--- src/rtl/pe_neuron_loader_pkg.sv ---
// Shared types and helpers for the PE neuron loader: FSM encoding and lane-index sizing.
package pe_neuron_loader_pkg;

    localparam int unsigned DEF_NUM_PE            = 4;
    localparam int unsigned DEF_PE_BUF_ADDR_WIDTH = 10;
    localparam int unsigned DEF_OP_WIDTH          = 16;
    localparam int unsigned DEF_COUNT_WIDTH       = 16;

    typedef enum logic [1:0] {
        ST_IDLE = 2'd0,
        ST_LOAD = 2'd1,
        ST_PAD  = 2'd2,
        ST_DONE = 2'd3
    } state_e;

    // Lane index needs at least one bit even for a single-lane build.
    function automatic int unsigned lane_width(input int unsigned num_pe);
        return (num_pe <= 1) ? 1 : $clog2(num_pe);
    endfunction

endpackage

--- src/rtl/pe_lane_addr_counter.sv ---
// Lane/round counter: walks lanes 0..NUM_PE-1 and bumps the buffer address on each wrap.
module pe_lane_addr_counter
    import pe_neuron_loader_pkg::*;
#(
    parameter int unsigned NUM_PE     = DEF_NUM_PE,
    parameter int unsigned ADDR_WIDTH = DEF_PE_BUF_ADDR_WIDTH,
    parameter int unsigned LANE_WIDTH = lane_width(NUM_PE)
) (
    input  logic                  clk,
    input  logic                  reset,
    input  logic                  clear,
    input  logic                  advance,
    input  logic [ADDR_WIDTH-1:0] base_addr,
    output logic [LANE_WIDTH-1:0] lane,
    output logic [ADDR_WIDTH-1:0] addr,
    output logic                  wrap_c
);

    localparam logic [LANE_WIDTH-1:0] LAST_LANE = LANE_WIDTH'(NUM_PE - 1);

    assign wrap_c = (lane == LAST_LANE);

    // addr carries base+round directly; overflow past the buffer top wraps silently.
    always_ff @(posedge clk or negedge reset) begin
        if (!reset) begin
            lane <= '0;
            addr <= '0;
        end else if (clear) begin
            lane <= '0;
            addr <= base_addr;
        end else if (advance) begin
            if (wrap_c) begin
                lane <= '0;
                addr <= addr + ADDR_WIDTH'(1);
            end else begin
                lane <= lane + LANE_WIDTH'(1);
            end
        end
    end

endmodule

--- src/rtl/pe_neuron_loader.sv ---
// Scatters a valid/ready word stream round-robin into NUM_PE neuron buffers.
// Optional zero padding of unfilled lanes in the last round: define PE_LOADER_ZERO_PAD_EN.
module pe_neuron_loader
    import pe_neuron_loader_pkg::*;
#(
    parameter int unsigned NUM_PE            = DEF_NUM_PE,
    parameter int unsigned PE_BUF_ADDR_WIDTH = DEF_PE_BUF_ADDR_WIDTH,
    parameter int unsigned OP_WIDTH          = DEF_OP_WIDTH,
    parameter int unsigned COUNT_WIDTH       = DEF_COUNT_WIDTH
) (
    input  logic                         clk,
    input  logic                         reset,
    input  logic                         cmd_start,
    input  logic [PE_BUF_ADDR_WIDTH-1:0] cmd_base_addr,
    input  logic [COUNT_WIDTH-1:0]       cmd_num_words,
    input  logic                         hold,
    input  logic [OP_WIDTH-1:0]          in_data,
    input  logic                         in_valid,
    output logic                         in_ready,
    output logic [NUM_PE-1:0]            pe_neuron_write_req,
    output logic [PE_BUF_ADDR_WIDTH-1:0] pe_neuron_write_addr,
    output logic [OP_WIDTH-1:0]          pe_neuron_write_data,
    output logic                         busy,
    output logic                         done
);

    localparam int unsigned LANE_WIDTH = lane_width(NUM_PE);

    state_e                         state_q;
    state_e                         state_d;
    logic [COUNT_WIDTH-1:0]         num_q;
    logic [COUNT_WIDTH-1:0]         count_q;
    logic [COUNT_WIDTH-1:0]         remaining_c;
    logic [LANE_WIDTH-1:0]          lane;
    logic [PE_BUF_ADDR_WIDTH-1:0]   lane_addr;
    logic                           wrap_c;
    logic                           start_c;
    logic                           accept_c;
    logic                           last_c;
    logic                           pad_fire_c;
    logic                           wr_fire_c;
    logic [OP_WIDTH-1:0]            wr_data_c;

    assign remaining_c = num_q - count_q;

    pe_lane_addr_counter #(
        .NUM_PE     (NUM_PE),
        .ADDR_WIDTH (PE_BUF_ADDR_WIDTH),
        .LANE_WIDTH (LANE_WIDTH)
    ) u_lane_addr (
        .clk       (clk),
        .reset     (reset),
        .clear     (start_c),
        .advance   (wr_fire_c),
        .base_addr (cmd_base_addr),
        .lane      (lane),
        .addr      (lane_addr),
        .wrap_c    (wrap_c)
    );

    // State register.
    always_ff @(posedge clk or negedge reset) begin
        if (!reset) begin
            state_q <= ST_IDLE;
        end else begin
            state_q <= state_d;
        end
    end

    // Next-state logic.
    always_comb begin
        state_d = state_q;
        case (state_q)
            ST_IDLE: begin
                if (cmd_start) begin
                    state_d = (cmd_num_words == '0) ? ST_DONE : ST_LOAD;
                end
            end
            ST_LOAD: begin
                if (last_c) begin
`ifdef PE_LOADER_ZERO_PAD_EN
                    // Pad only when the final word left lanes of its round unwritten.
                    state_d = wrap_c ? ST_DONE : ST_PAD;
`else
                    state_d = ST_DONE;
`endif
                end
            end
            ST_PAD: begin
                if (pad_fire_c && wrap_c) begin
                    state_d = ST_DONE;
                end
            end
            ST_DONE: state_d = ST_IDLE;
            default: state_d = ST_IDLE;
        endcase
    end

    // Handshake and write-strobe decode; in_ready never looks at in_valid.
    always_comb begin
        in_ready   = 1'b0;
        start_c    = 1'b0;
        pad_fire_c = 1'b0;
        case (state_q)
            ST_IDLE: start_c    = cmd_start;
            ST_LOAD: in_ready   = !hold && (remaining_c != '0);
            ST_PAD:  pad_fire_c = !hold;
            default: ;
        endcase
        accept_c  = in_valid && in_ready;
        last_c    = accept_c && (remaining_c == COUNT_WIDTH'(1));
        wr_fire_c = accept_c || pad_fire_c;
        wr_data_c = accept_c ? in_data : '0;
    end

    // Command latch, word counter and registered PE-side outputs.
    always_ff @(posedge clk or negedge reset) begin
        if (!reset) begin
            num_q                <= '0;
            count_q              <= '0;
            busy                 <= 1'b0;
            done                 <= 1'b0;
            pe_neuron_write_req  <= '0;
            pe_neuron_write_addr <= '0;
            pe_neuron_write_data <= '0;
        end else begin
            if (start_c) begin
                num_q   <= cmd_num_words;
                count_q <= '0;
            end else if (accept_c) begin
                count_q <= count_q + COUNT_WIDTH'(1);
            end
            busy <= (state_d != ST_IDLE);
            done <= (state_d == ST_DONE);
            if (wr_fire_c) begin
                pe_neuron_write_req  <= NUM_PE'(1) << lane;
                pe_neuron_write_addr <= lane_addr;
                pe_neuron_write_data <= wr_data_c;
            end else begin
                pe_neuron_write_req  <= '0;
            end
        end
    end

endmodule

--- config.mk ---
export PLATFORM = sky130hd
export DESIGN_NAME = pe_neuron_loader
export DESIGN_NICKNAME = d
export VERILOG_FILES = /design/src/rtl/pe_neuron_loader_pkg.sv /design/src/rtl/pe_lane_addr_counter.sv /design/src/rtl/pe_neuron_loader.sv
export SDC_FILE = /design/constraint.sdc
export NUM_CORES = 1
export LEC_CHECK = 0
export ABC_AREA = 1
export BUFFER_PORTS_ARGS = -buffer_cell sky130_fd_sc_hd__buf_2
export CAP_MARGIN = 20
export CORE_ASPECT_RATIO = 0.9
export CORE_MARGIN = 5
export CORE_UTILIZATION = 52
export DETAILED_ROUTE_END_ITERATION = 10
export PLACE_DENSITY = 0.86
export RECOVER_POWER = 25
export SLEW_MARGIN = 20
export SYNTH_ARGS = -nofsm -noshare
export SYNTH_HDL_FRONTEND = slang
export SYNTH_SLANG_ARGS = --single-unit
--- constraint.sdc ---
create_clock -name clk -period 2.3 [get_ports clk]
set_input_delay 0.345 -clock clk [delete_from_list [all_inputs] [get_ports clk]]
set_output_delay 0.345 -clock clk [all_outputs]
set_load 0.005 [all_outputs]
==> results.md, run 1 <==
* Power Dens Cells at 1570 mW/mm^2
* Clk sinks at 78
* Multi-input gate area at 0.00297 mm^2
* CTS Buffer Depth at 2
* CTS Buf Count at 9
* Synth Instances at 685
* Initial antenna violation count at 0
* I/O Buffers at 79
* Worst path top cell family by delay: simple AND/OR/NAND/NOR gates
* WHS Path Cells at 3
* Dominant cells by area after synthesis: dfrtp_1 40%, nand2_1 19%, inv_1 7.2%
* Top Ports at 80
* Syn Nets at 754
* First-pass GRT wire length at 25.3 mm
* Die Area at 0.0114 mm^2
* ANT cells at 0
* Worst-Margin Slew at 1.12 ns
* Starting DRT DRC Count at 590
* Synth Area per Inst at 7.12 um^2
* Leak Pwr at 3.72 nW
* GP Congestion at 0.908
* Slew HR at 25.2%
* Placed Area at 0.00582 mm^2
* R2R Setup Slk at -0.69 ns
* Yosys reg bits at 78
* Seq/Total Area, Yosys at 40.0%
* Worst hold endpoint: num_q[14]$_DFFE_PN0P_
* Critical R2R Launch: count_q[3]$_DFFE_PN0P_
* Outcome: finished, violations left
* Hold Startpoint: cmd_num_words[14]
* Fillers at 565
* Clk_skew at 0.0175 ns
* Crit path top cell by count: nand2_1
* Post-synth top area share at 40.0%
* Fmax at 0.330 GHz
* CP max stage delay at 0.42 ns
* Worst-path cell chain: inv_1 -> ha_4 -> nand2_2 -> inv_1 -> nand2_1 -> nand3_2 -> nand2_1 -> nand2_1 -> nand2_1 -> nand2_1 -> nor2_4 -> nand4_4 -> and2_4 -> buf_6
* Std cell rows at 33
* Critical Path Fanout Max at 6
* Pins Over Slew Limit at 0
* Met3 WL at 1.77 mm
* Ys flop type: dfrtp_1
* Final Hold Viols at 0
* Setup CP Type: flip-flop to primary output
* CP max stage cell: dfrtp_1
* DP HPWL at 9.74 mm
* Unique masters post-synth at 37
* Asr flop ratio synth at 100%
* Non-Filler Instances at 962
* Crit path buffers/inverters at 3
* Final #Nets at 904
* Vias in the first global route at 5096
* Violated checks: negative setup slack
* Design Power at 10.9 mW
* GRT overflow at 0
* Required time worst endpoint at 1.96 ns
* Core area at 0.00913 mm^2
* RSZ-0062 raised after global routing: yes
* Post-route cell area at 0.00691 mm^2
* R2r endpoint: pe_neuron_write_addr[5]$_DFFE_PN0P_
* Via count at 5536
* Worst vdd ir at 725 uV
* Antenna Violating Nets Remaining at 0
* Area Growth Syn to Fin at 41.7%
* Clk_lat worst skew at 0.38 ns
* Post-synth top area cell: dfrtp_1
* Crit end category: primary output
* Layout cell share with drive strength beyond 1 at 34.3%
* Pre-Repair DR Iteration Count at 6
* Hold Path Class: input pin to flip-flop
* Yosys warnings at 0
* Final WL at 17.7 mm
* Final min period at 3.03 ns
* Final setup viols at 62
* Final worst slack at -0.731 ns
* Largest net degree at the start of global routing at 42
* WL met2 at 8.18 mm
* CP Launch Type: flip-flop
* Post-synth EDFFs at 0
* Cell with the most instances after synthesis: nand2_1
* Drt wl/cell at 18.4 um
* Starting Density at 53.4%
* Die Width at 112 um
* DRC violations left at 0
* R2r worst-path depth at 21
* Synth cell count leaders: 245 x nand2_1, 93 x inv_1, 78 x dfrtp_1, 62 x nand3_1, 42 x nor2_1
* Clock Tree Root: clkbuf_8
* Global-route usage over all layers at 27.6%
* Placed cells at 926
* Die Span Y at 102 um
* CTS tree: built
* Setup TNS at -36.71 ns
* H-tree depth at 3
* Arrival @ worst endpoint at 2.69 ns
* Pre-CTS setup slack at -0.333 ns
* Top sig layer: met4
* Max cap viols at 0
* Post-Syn Area at 0.00487 mm^2
* Metal-1 WL at 6.54 mm
* Vias/cell at 5.75
* Fin crit share at 132%
* Clk slew on worst S/H paths at 0.10 ns
* FF+latch area at 0.00195 mm^2
## layer usage
metal	vias to the layer above	GRT usage, %
met5	-	0
met4	0	12.8
met3	123	5.92
met2	423	44.9
met1	2531	35.9
li1	2459	-
## layout by cell type (no fill, tap or decap), types with 2 or more instances in the layout
master      n
nand2_4    11
clkinv_4    2
nand4_1    13
nor2_1     32
dfrtp_1    78
clkbuf_8   10
nand3_4     6
nand2_2    21
nor2_4      5
nand3_1    40
buf_12      7
xor2_1     14
and2_1      2
o21ai_2    10
nand3b_1    3
buf_2      77
buf_16      4
nor4_1      5
o21ai_1     8
nor2_2      8
inv_1      87
nand3_2    21
inv_2       7
nor3_1      8
buf_4      53
ha_4        7
nand2_1   217
o31ai_1     2
a21oi_1     7
a21oi_2     5
ha_1       13
o21ai_0    15
nand2_8     2
buf_6      13
xnor2_1     3
## worst max-delay path by stage
stage | from | end | slack [ns] | cells past startpoint
6_report | count_q[3]$_DFFE_PN0P_ | in_ready | -0.73 | 14
5_1_grt | count_q[3]$_DFFE_PN0P_ | in_ready | -0.77 | 14
4_1_cts | num_q[0]$_DFFE_PN0P_ | pe_neuron_write_addr[7]$_DFFE_PN0P_ | -0.50 | 17
3_5_place_dp | count_q[2]$_DFFE_PN0P_ | pe_neuron_write_data[8]$_DFFE_PN0P_ | -0.33 | 18
3_3_place_gp | count_q[8]$_DFFE_PN0P_ | pe_neuron_write_data[15]$_DFFE_PN0P_ | -0.25 | 18
2_1_floorplan | count_q[0]$_DFFE_PN0P_ | in_ready | -0.005 | 10
## layout make-up
class | instances | share of cell area [%]
Multi-Input combinational cell | 490 | 43.0
Sequential cell | 78 | 28.3
Timing Repair Buffer | 158 | 17.9
Inverter | 98 | 5.65
Tap cell | 122 | 2.21
Clock buffer | 10 | 1.99
Clock inverter | 6 | 0.996
## logic make-up (layout without fill, tap and decap cells)
logic type | Yosys count | after routing | synth area share [%]
compound gates | 51 | 51 | 5.49
xor+xnor | 17 | 17 | 3.05
fa+ha+maj | 22 | 22 | 5.80
buf+inv | 117 | 272 | 9.96
flops | 78 | 78 | 40.0
simple gates | 400 | 400 | 35.7
## power breakdown
group          leakage [nW]  switching, mW  internal [mW]
Clock                 0.103          0.580          0.537
Combinational          2.61           4.40           2.95
Sequential             1.01          0.480           1.92
## state kept, by name (all words and copies together), names as in the netlist
signal / cells
done: 1
pe_neuron_write_data: 16
u_lane_addr.lane: 2
pe_neuron_write_addr: 10
pe_neuron_write_req: 4
state_q: 2
count_q: 16
num_q: 16
u_lane_addr.addr: 10
busy: 1
## worst register-to-register path, cell delays in order, from the launching register on
cell,delay (ns)
dfrtp_1,0.40
inv_1,0.12
ha_4,0.34
nand2_2,0.10
nor2_1,0.12
nand2_1,0.12
nand3_2,0.14
nand2_1,0.10
nand2_1,0.11
nand2_1,0.09
nand2_1,0.13
nor2_4,0.06
nand4_4,0.10
buf_6,0.12
nand3_4,0.09
buf_6,0.16
nand2_8,0.08
clkinv_8,0.10
buf_12,0.14
buf_16,0.12
nand2_2,0.05
o21ai_1,0.08
## through the flow
stage | hold WS, ns | utilization (%)
final | 0.184 | 75.7
after global routing | 0.193 | 75.7
after CTS | 0.173 | 71.1
after detailed placement | 0.369 | 63.7
after global placement | 0.365 | 63.7
after floorplan | 0.0494 | -
## repair_timing
action / in CTS / in global routing
buffers inserted: 11 / 7
pin swaps: 7 / 26
cloned: 5 / 1
endpoints found under the setup margin: 62 / 62
hold endpoints to repair: 40 / 0
resized for setup: 47 / 114
hold buffers: 1 / 0
Note: power is estimated with default switching activity, not from simulation.
==> run 2, diff against run 1 <==
==> constraint.sdc (replaced) <==
create_clock -name clk -period 2.3 [get_ports clk]
set_input_delay 0.575 -clock clk [delete_from_list [all_inputs] [get_ports clk]]
set_output_delay 0.575 -clock clk [all_outputs]
set_load 0.005 [all_outputs]
==> run 2 against run 1 <==
  * The flow still finishes with violations (negative setup slack)
  * Global-route usage grew 1.8 points
  * Register-to-register slack lost 0.29 ns
  * Worst hold slack gained 0.22 ns
  * Fmax shrank 10%
  * Sequential share of layout area grew 0.61 points
  * Setup slack lost 0.34 ns
  * Total power grew 0.17%
  * Sequential power is essentially flat
  * Largest cell class unchanged
  * Largest power group unchanged
==> results.md, run 2 (synthesized netlist as in run 1, its figures left out) <==
* Outcome: finished, violations left
* Violated checks: negative setup slack
* Global-route usage over all layers at 29.4%
* Fmax at 0.297 GHz
* Required time worst endpoint at 1.73 ns
* Placed Area at 0.00582 mm^2
* Most common cell after layout, fill and taps aside: nand2_1
* Seq pwr share at 22.1%
* Die Span Y at 102 um
* Power Dens Cells at 1610 mW/mm^2
* Largest net degree at the start of global routing at 43
* DRC violations left at 0
* Area Growth Syn to Fin at 38.8%
* Vias/cell at 5.77
* Final min period at 3.37 ns
* Sw Share at 49.9%
* Commonest non-fill, non-tap cells in the layout: 222 x nand2_1, 91 x inv_1, 78 x dfrtp_1
* Non-Filler Instances at 968
* Drt wl/cell at 18.9 um
* Layout cell share with drive strength beyond 1 at 31.1%
* Std cell rows at 33
* Crit path buffers/inverters at 2
* Post-CTS Hold Fix Bufs at 0
* Sw Pwr at 5.44 mW
* CTS Buffer Depth at 2
* Hold Path Class: input pin to async pin
* CP Launch Type: flip-flop
* Clk_skew at 0.0313 ns
* Clk slew on worst S/H paths at 0.11 ns
* CTS tree: built
* Final setup viols at 62
* Multi-input gate area at 0.00278 mm^2
* Worst vdd ir at 782 uV
* Max cap viols at 0
* GP Congestion at 0.959
* Final WL at 18.3 mm
* Crit path top cell by count: nand2_1
* Core area at 0.00913 mm^2
* FF+latch area at 0.00195 mm^2
* Placed cells at 927
* CP max stage cell: dfrtp_1
* Post-route cell area at 0.00676 mm^2
* Design Power at 10.9 mW
* Critical Path Fanout Max at 4
* Arrival @ worst endpoint at 2.79 ns
* Worst path top cell family by delay: simple AND/OR/NAND/NOR gates
* Starting Density at 53.4%
* Clk pwr share at 10.4%
* CP max stage delay at 0.46 ns
* Vias in the first global route at 5281
* Fin crit share at 146%
* Pre-Repair DR Iteration Count at 9
* GRT overflow at 0
* Die Width at 112 um
* Fillers at 601
* WHS at 0.406 ns
* Top Ports at 80
* DP HPWL at 9.76 mm
* H-tree depth at 3
* Slew HR at 20.9%
* RSZ-0062 raised after global routing: yes
* Pins Over Slew Limit at 0
* Final #Nets at 910
* Via count at 5586
* Combinational power share at 67.5%
* Worst-Margin Slew at 1.19 ns
* Clk sinks at 78
* Leak Pwr at 3.66 nW
* Setup TNS at -56.50 ns
* Final worst slack at -1.07 ns
* Antenna Violating Nets Remaining at 0
* Die Area at 0.0114 mm^2
* First-pass GRT wire length at 26.5 mm
* Post-layout util at 74.1%
* ANT cells at 0
* Final Hold Viols at 0
* Top flop regs: count_q x16, num_q x16, pe_neuron_write_data x16
* Setup CP Type: flip-flop to primary output
* CTS Buf Count at 9
* Worst-path cell chain: inv_1 -> ha_4 -> nand2_1 -> nand2_1 -> a21oi_2 -> nand2_1 -> nand2_1 -> nand2_1 -> nand2_1 -> nand2_1 -> nor2_4 -> nand4_4 -> and2_4 -> buf_6
* I/O Buffers at 79
* Pre-CTS setup slack at -0.504 ns
* Starting DRT DRC Count at 711
* Power Internal at 5.45 mW
* Initial antenna violation count at 0
* Crit end category: primary output
* Clk_lat worst skew at 0.39 ns
* Clock Tree Root: clkbuf_8
-- run 2: power groups by stage --
stage          Sequential [mW]  Clock, mW  Combinational [mW]
6_report                  2.41       1.13                7.36
4_1_cts                   2.32       1.10                6.00
2_1_floorplan             2.31          0                3.46
5_1_grt                   2.45       1.18                7.86
3_5_place_dp              2.34          0                5.29
3_3_place_gp              2.30          0                5.14
-- run 2: timing repair --
| action | in CTS | in global routing |
|---|---|---|
| gates cloned | 6 | 1 |
| hold endpoints to repair | 0 | 0 |
| buffers inserted | 15 | 9 |
| setup endpoints to repair | 62 | 62 |
| resized for setup | 47 | 61 |
| pin swaps | 8 | 21 |
-- run 2: final timing paths --
| check | startpoint | to | slack [ns] | cells past startpoint |
|---|---|---|---|---|
| min | reset | pe_neuron_write_data[9]$_DFFE_PN0P_ | 0.41 | 1 |
| max reg2reg | count_q[6]$_DFFE_PN0P_ | pe_neuron_write_data[5]$_DFFE_PN0P_ | -0.98 | 23 |
| min in group clk | in_data[1] | pe_neuron_write_data[1]$_DFFE_PN0P_ | 0.42 | 3 |
| min reg2reg | pe_neuron_write_data[15]$_DFFE_PN0P_ | pe_neuron_write_data[15]$_DFFE_PN0P_ | 0.48 | 2 |
| max | count_q[6]$_DFFE_PN0P_ | in_ready | -1.07 | 14 |
| max in group asynchronous | reset | count_q[13]$_DFFE_PN0P_ | 1.05 | 2 |
-- run 2: final cells by class --
| class | count | share of cell area, % |
|---|---|---|
| multi-input combinational | 490 | 41.1 |
| sequential | 78 | 28.9 |
| timing repair buffer | 164 | 19.0 |
| inverter | 98 | 5.70 |
| tap | 122 | 2.26 |
| clock buffer | 10 | 2.03 |
| clock inverter | 6 | 0.999 |
-- run 2: worst reg2reg max path, delay by kind of cell, from the launching register on --
family / cells / cell delay [ns]
DFF: 1 / 0.46
and+or+nand+nor: 13 / 1.26
adders and majority gates: 1 / 0.26
AOI/OAI and AO/OA: 1 / 0.17
buffers and inverters: 8 / 1.08
-- run 2: layer usage --
layer	part of all wire (%)	wire length (um)	GRT usage [%]
met1	36	6590	36.5
met2	45	8160	47.0
met3	11	1940	6.10
met4	8.7	1580	19.4
met5	0	0	0
==> run 3, diff against run 2 <==
--- a/config.mk
+++ b/config.mk
@@ -8,13 +8,16 @@
 export ABC_AREA = 1
 export BUFFER_PORTS_ARGS = -buffer_cell sky130_fd_sc_hd__buf_2
 export CAP_MARGIN = 20
+export CELL_PAD_IN_SITES_DETAIL_PLACEMENT = 1
+export CELL_PAD_IN_SITES_GLOBAL_PLACEMENT = 1
 export CORE_ASPECT_RATIO = 0.9
 export CORE_MARGIN = 5
-export CORE_UTILIZATION = 52
+export CORE_UTILIZATION = 37
+export CTS_BUF_LIST = sky130_fd_sc_hd__clkbuf_4 sky130_fd_sc_hd__clkbuf_8 sky130_fd_sc_hd__clkbuf_16
 export DETAILED_ROUTE_END_ITERATION = 10
 export PLACE_DENSITY = 0.86
 export RECOVER_POWER = 25
-export SLEW_MARGIN = 20
+export SLEW_MARGIN = 0
 export SYNTH_ARGS = -nofsm -noshare
 export SYNTH_HDL_FRONTEND = slang
 export SYNTH_SLANG_ARGS = --single-unit
==> run 3 against run 2 <==
  * Die area increased by 36%
  * Largest cell class unchanged
  * Count of clock-buffer cells in the layout increased by 1
  * Global-route usage decreased by 5.8 points
  * Critical endpoint unchanged
  * Cell area increased by 1.3%
  * Sequential power about the same
  * Final cell count increased by 4.9%
  * Register-to-register slack got worse by 0.07 ns
  * Flip-flop and latch count unchanged
  * Utilization decreased by 21 points
  * Worst hold slack improved by 0.027 ns
  * Highest routed layer unchanged
  * The flow still finishes with violations (negative setup slack)
==> results.md, run 3 (synthesized netlist as in run 1, its figures left out) <==
* CTS tree: built
* Design Power at 11.8 mW
* Crit end category: primary output
* Met2 Track Usage GR at 39.0%
* GP Congestion at 0.931
* Pre-Repair DR Iteration Count at 7
* Arrival @ worst endpoint at 2.78 ns
* Fin crit share at 146%
* Std cell rows at 39
* Violated checks: negative setup slack
* GRT overflow at 0
* Layout cell share with drive strength beyond 1 at 30.4%
* Final Hold Viols at 0
* R2r worst-path depth at 21
* Leak Pwr at 3.70 nW
* Final setup viols at 62
* Post-CTS Hold Fix Bufs at 0
* Max cap viols at 0
* DRC violations left at 0
* Fmax at 0.298 GHz
* Antenna Violating Nets Remaining at 0
* I/O Buffers at 79
* Drt wl/cell at 22.5 um
* Final WL at 22.8 mm
* Hold Path Class: input pin to flip-flop
* Starting Density at 38.1%
* Clk_skew at 0.00913 ns
* Most common cell after layout, fill and taps aside: nand2_1
* Top flop regs: count_q x16, num_q x16, pe_neuron_write_data x16
* R2R Setup Slk at -1.05 ns
* Largest net degree at the start of global routing at 43
* Via count at 5700
* Vias/cell at 5.62
* CP Launch Type: flip-flop
* Clk_lat worst skew at 0.35 ns
* Busiest grt layer: met2
* Worst vdd ir at 596 uV
* Area Growth Syn to Fin at 40.6%
* Post-layout util at 53.6%
* WHS Path Cells at 3
* Setup CP Type: flip-flop to primary output
* CTS Buffer Depth at 2
* Die Width at 131 um
* Global-route usage over all layers at 23.6%
* Clk sinks at 78
* Final #Nets at 913
* H-tree depth at 3
* Die Span Y at 119 um
* Clock Tree Root: clkbuf_16
* Critical Path Fanout Max at 4
* GRT met3 Usage at 3.98%
* Final min period at 3.35 ns
* Post-route cell area at 0.00685 mm^2
* Required time worst endpoint at 1.73 ns
* Starting DRT DRC Count at 490
* Top Ports at 80
* Placed Area at 0.00591 mm^2
* Core area at 0.0128 mm^2
* Power Dens Cells at 1710 mW/mm^2
* RSZ-0062 raised after global routing: yes
* Final worst slack at -1.05 ns
* Clk slew on worst S/H paths at 0.06 ns
* Worst-Margin Slew at 1.17 ns
* Initial antenna violation count at 2
* Vias in the first global route at 5681
* CTS Buf Count at 9
* Die Area at 0.0156 mm^2
* WHS at 0.434 ns
* DP HPWL at 12.4 mm
* Pins Over Slew Limit at 0
* Commonest non-fill, non-tap cells in the layout: 226 x nand2_1, 90 x inv_1, 78 x dfrtp_1
* Met1 usage at 30.6%
* Slew HR at 21.8%
* Outcome: finished, violations left
* First-pass GRT wire length at 29.2 mm
## run 3: report_power, final
part / switching [mW] / total (mW) / internal [mW]
clock network: 0.628 / 1.61 / 0.980
registers: 0.500 / 2.43 / 1.93
logic: 4.74 / 7.72 / 2.97
total: 5.87 / 11.8 / 5.88
## run 3: critical path, stage by stage (launching register included)
cell     delay (ns)
dfrtp_1        0.40
inv_1          0.15
ha_4           0.24
nand2_1        0.11
nand2_1        0.11
inv_1          0.13
nand2_1        0.11
nand2_1        0.11
nand3_1        0.14
nand2_1        0.13
nand2_1        0.08
inv_1          0.08
nand2_2        0.07
nor2_4         0.15
nand4_4        0.12
and2_4         0.19
buf_6          0.11
## run 3: cell type report
cell class / instances / area (um^2)
Fill cell: 1602 / 5930
Multi-Input combinational cell: 490 / 2740
Sequential cell: 78 / 1950
Timing Repair Buffer: 167 / 1250
Inverter: 98 / 378
Clock buffer: 11 / 240
Tap cell: 164 / 205
Clock inverter: 5 / 82.6
Antenna cell: 2 / 5.00
## run 3: worst paths after layout
check                                                          from                                   to
worst max-delay path                         count_q[5]$_DFFE_PN0P_                             in_ready
worst min-delay path                              cmd_num_words[10]                num_q[10]$_DFFE_PN0P_
worst max register to register               count_q[9]$_DFFE_PN0P_  pe_neuron_write_addr[5]$_DFFE_PN0P_
worst min register to register  pe_neuron_write_data[5]$_DFFE_PN0P_  pe_neuron_write_data[5]$_DFFE_PN0P_
max in group asynchronous                                     reset              count_q[10]$_DFFE_PN0P_
min in group asynchronous                                     reset  pe_neuron_write_data[9]$_DFFE_PN0P_
## run 3: metrics by stage
stage          std cells  TNS, ns  setup slack, ns
2_1_floorplan        685   -0.235           -0.235
3_3_place_gp         975   -15.90           -0.507
3_5_place_dp         975   -21.05           -0.565
4_1_cts             1000   -29.93           -0.875
5_1_grt             1015   -57.44            -1.10
6_report            1015   -55.93            -1.05
## run 3: timing repair
action,4_1_cts,5_1_grt
gates cloned,3,2
setup endpoints to repair,62,62
setup buffers,7,11
pin swaps,7,20
gates resized for setup,34,69
## run 3: metal layers
metal,up-vias,share of wire (%)
li1,2476,-
met1,2813,38
met2,298,50
met3,113,5.9
met4,0,6.4
met5,-,0
